==> src/rtl/half_adder_pipe.sv <==
// Lane-parallel half adder with a one-entry valid/ready output register.
// Optional saturating carry-event counter enabled by `HA_CARRY_COUNT_EN.
module half_adder_pipe #(
  parameter int WIDTH = 1,
  parameter int CNT_W = 16
) (
  input  logic             clk,
  input  logic             rst_n,
  input  logic             in_valid,
  output logic             in_ready,
  input  logic [WIDTH-1:0] a,
  input  logic [WIDTH-1:0] b,
  output logic             out_valid,
  input  logic             out_ready,
  output logic [WIDTH-1:0] sum,
`ifdef HA_CARRY_COUNT_EN
  output logic [WIDTH-1:0] c_out,
  output logic [CNT_W-1:0] carry_cnt
`else
  output logic [WIDTH-1:0] c_out
`endif
);

  logic             r_valid;
  logic [WIDTH-1:0] r_sum;
  logic [WIDTH-1:0] r_cout;
  logic             w_accept;

  // A full register may be refilled in the same cycle it drains.
  assign in_ready  = !r_valid || out_ready;
  assign w_accept  = in_valid && in_ready;
  assign out_valid = r_valid;
  assign sum       = r_sum;
  assign c_out     = r_cout;

  // NOTE: state uses non-blocking assignments so every register samples
  // pre-edge values; the async reset clears outputs without a clock edge.
  always_ff @(posedge clk or negedge rst_n) begin
    if (!rst_n) begin
      r_valid <= 1'b0;
      r_sum   <= '0;
      r_cout  <= '0;
    end else if (w_accept) begin
      r_valid <= 1'b1;
      r_sum   <= a ^ b;
      r_cout  <= a & b;
    end else if (out_ready) begin
      r_valid <= 1'b0;
    end
  end

`ifdef HA_CARRY_COUNT_EN
  localparam int PW = $clog2(WIDTH + 1);
  localparam int SW = ((CNT_W > PW) ? CNT_W : PW) + 1;

  logic [CNT_W-1:0] r_cnt;
  logic [PW-1:0]    w_pop;
  logic [SW-1:0]    w_cnt_sum;
  logic [SW-1:0]    w_cnt_max;
  logic [WIDTH-1:0] w_and;

  assign w_and     = a & b;
  assign w_cnt_max = SW'({CNT_W{1'b1}});
  assign w_cnt_sum = SW'(r_cnt) + SW'(w_pop);
  assign carry_cnt = r_cnt;

  // NOTE: combinational blocks assign a default first so no latch is inferred.
  always_comb begin
    w_pop = '0;
    for (int i = 0; i < WIDTH; i++) begin
      w_pop = w_pop + PW'(w_and[i]);
    end
  end

  always_ff @(posedge clk or negedge rst_n) begin
    if (!rst_n) begin
      r_cnt <= '0;
    end else if (w_accept) begin
      // Extra headroom bit lets the compare catch overflow before it wraps.
      r_cnt <= (w_cnt_sum > w_cnt_max) ? {CNT_W{1'b1}} : w_cnt_sum[CNT_W-1:0];
    end
  end
`endif

endmodule

==> config.mk <==
export PLATFORM = sky130hd
export DESIGN_NAME = half_adder_pipe
export DESIGN_NICKNAME = d
export VERILOG_FILES = /design/src/rtl/half_adder_pipe.sv
export SDC_FILE = /design/constraint.sdc
export NUM_CORES = 1
export LEC_CHECK = 0
export CAP_MARGIN = 0
export CORE_AREA = 2 2 39 41
export DETAILED_ROUTE_END_ITERATION = 16
export DIE_AREA = 0 0 41 43
export PLACE_DENSITY = 0.43
export SYNTH_ARGS = -nofsm -noshare
export SYNTH_HDL_FRONTEND = slang
export SYNTH_SLANG_ARGS = --single-unit
==> constraint.sdc <==
create_clock -name clk -period 1.59 [get_ports clk]
set_input_delay 0.318 -clock clk [delete_from_list [all_inputs] [get_ports clk]]
set_output_delay 0.318 -clock clk [all_outputs]
set_load 0.05 [all_outputs]
==> impl_metrics.py <==
metrics = {
    "run_status": {
        "status": "finished clean",
    },
    "clocking": {
        "ctsHtreeMaxLevel": 1,
        "clk_pin_slew_worst_paths_ns": 0.04,
        "postCtsSetupRepairBufs": 0,
        "cts_buffers": 3,
        "cts-resized-gates": 0,
        "cts_hold_buf": 0,
        "clk_path_buf_depth": 2,
        "cts.sinks": 3,
        "cts_root_buf": "clkbuf_4",
        "cts_tree": "done",
        "worstSkewPairLatency_ns": 0.23,
    },
    "yosys": {
        "syn-num-nets": 16,
        "async_reset_ff_share_pct": 100.0,
        "ys_warn_count": 0,
        "synth_cell_types": 6,
        "synth_area_leader_cell": "dfrtp_1",
        "synth_seq_area_share_pct": 51.72,
        "synth_top_area_share_pct": 51.72,
        "syn_avg_cell_area_sq_um": 16.13,
        "netlist_area_sq_um": 145.1,
        "ys_ff_latch": 3,
        "yosysMostFrequentCell": "dfrtp_1",
        "synth.area.top_cells": "dfrtp_1 (52%), mux2_4 (21%), nand2b_4 (9.5%), ha_1 (8.6%), or2b_1 (5.2%)",
        "synth_cells": 9,
        "synth_edf_count": 0,
        "synth_commonest_cells": "dfrtp_1 (3), mux2_4 (2)",
        "ys.flop_type": "dfrtp_1",
    },
    "sta": {
        "tns_ns": 0,
        "slew_headroom_pct": 86.54,
        "worst_pin_slew_ns": 0.2019,
        "fin_hold_ws_ns": 0.2678,
        "fmax_mhz": 731.9,
        "rsz0062_at_grt": "false",
        "finalSetupViolations": 0,
        "finalCriticalPeriod_ns": 1.366,
        "skew_ns": 0.00005967,
        "slew_violations": 0,
        "final-hold-violation-count": 0,
        "period_share_pct": 85.93,
    },
    "power": {
        "irDropWorstVdd_uv": 186.6,
        "p_sw_mw": 0.1048,
        "seqPwrFrac_pct": 28.3,
        "clkPwrFrac_pct": 39.7,
        "power_density_nw_per_um2": 1135,
        "p_sw_share_pct": 31.15,
        "p_leak_nw": 0.1407,
        "p_comb_share_pct": 32.1,
        "intPower_mw": 0.2316,
    },
    "drt": {
        "drt_wl_total_microns": 325,
        "via_per_inst": 3.079,
        "wl_per_cell_microns": 8.553,
        "drtAntennaViolNets": 0,
        "drc": 0,
        "first_pass_iters": 2,
        "route.vias.total": 117,
        "drtIter0Drc": 2,
    },
    "worst_setup_path": {
        "setup.worst_path.class": "in2out",
        "r2r-end": "c_out",
        "r2r-start": "out_valid",
        "reg2reg_depth": 3,
        "worst-path-max-fanout": 3,
        "cp-end-kind": "primary output",
        "cp-start-kind": "input port",
        "r2r_slack_ns": 0.54,
        "cp_data_arrival_time_ns": 1.05,
        "worstPathRequired_ns": 1.27,
    },
    "layout": {
        "multi_input_area_sq_um": 70.07,
        "fin_area_sq_um": 296.5,
        "stdcell_count": 38,
        "register_area_sq_um": 75.07,
        "fin_nets": 30,
        "post_route_cells_drive_above_1_share_pct": 50.00,
        "nFillCells": 154,
        "antenna-diode-count": 0,
        "area_growth_pct": 104.3,
    },
    "die": {
        "core_region_area_sq_um": 1384,
        "fp.dieH_microns": 43,
        "io_pins": 10,
        "initial_core_util_pct": 10.49,
        "die_w_microns": 41,
        "rows": 14,
        "dieArea_sq_um": 1763,
    },
    "placement": {
        "place_inst": 34,
        "dpl-instance-area_sq_um": 270.3,
        "port_buffers": 9,
        "gp_congestion": 0.6388,
    },
    "hold_path": {
        "min_path_type": "in2async",
    },
    "global_routing": {
        "grt_pass1_wl_microns": 600,
        "grt.overflow.total": 0,
        "grt_usage_pct": 6.225,
        "grt_start_max_net_pins": 4,
        "grt_pass1_vias": 158,
        "antenna_found_initial": 0,
    },
    "flow_run": {
        "maxCapViolCount": 0,
    },
}
==> flip-flops by register name, indices dropped and copies added (netlist names) <==
| register | cells |
|---|---|
| c_out | 1 |
| out_valid | 1 |
| sum | 1 |
==> critical path, stage by stage <==
cell	delay, ns
clkdlybuf4s50_1	0.45
nand2b_4	0.14
buf_12	0.14
==> metrics by stage <==
step	total power [mW]	util [%]	worst slack, ns
floorplan	0.1569	-	0.1661
global placement	0.2027	19.53	0.1917
detailed placement	0.2051	19.53	0.1697
CTS	0.3482	21.43	0.2167
global route	0.3576	21.43	0.1801
finish	0.3365	21.43	0.2236
==> power by group through the flow <==
stage	logic, mW	registers, mW	clock network (mW)
6_report	0.108	0.0951	0.133
5_1_grt	0.114	0.0966	0.147
4_1_cts	0.109	0.0952	0.144
3_5_place_dp	0.109	0.0962	0
3_3_place_gp	0.108	0.0950	0
2_1_floorplan	0.0281	0.129	0
==> logic make-up (layout without fill, tap and decap cells) <==
| kind of cell | Yosys count | in the layout | synth area share [%] |
|---|---|---|---|
| mux | 2 | 2 | 20.69 |
| buf+inv | 0 | 13 | 0 |
| flops | 3 | 3 | 51.72 |
| simple gates | 3 | 3 | 18.97 |
| fa+ha+maj | 1 | 1 | 8.619 |
==> area by class of cell <==
cell class                 instances  share of cell area, %
sequential                         3                  25.32
timing repair buffer               9                  35.44
tap                               16                  6.751
clock buffer                       4                  8.861
multi-input combinational          6                  23.63
==> per-layer routing <==
layer	wire, microns	vias up	track usage, %	share of wire [%]
met5	0	-	0	0
met4	0	0	8.000	0
met3	58	0	4.712	18
met2	120	10	6.563	37
met1	147	50	6.431	45
li1	-	57	-	-
==> worst max path at each step <==
stage	startpoint	endpoint	slack [ns]	cells past startpoint
finish	out_ready	in_ready	0.22	3
floorplan	out_valid	c_out	0.17	3
global placement	out_ready	c_out	0.19	4
detailed placement	out_ready	c_out	0.17	4
CTS	out_ready	in_ready	0.22	3
global route	out_ready	in_ready	0.18	3
==> cells in the final DEF, fill, tap and decap left out <==
cell type	instances
clkbuf_1	1
mux2_4	2
buf_4	2
nand2_2	1
or2b_1	1
buf_12	2
clkdlybuf4s50_1	5
ha_1	1
nand2b_4	1
dfrtp_1	3
clkbuf_4	3
Note: power is estimated with default switching activity, not from simulation.
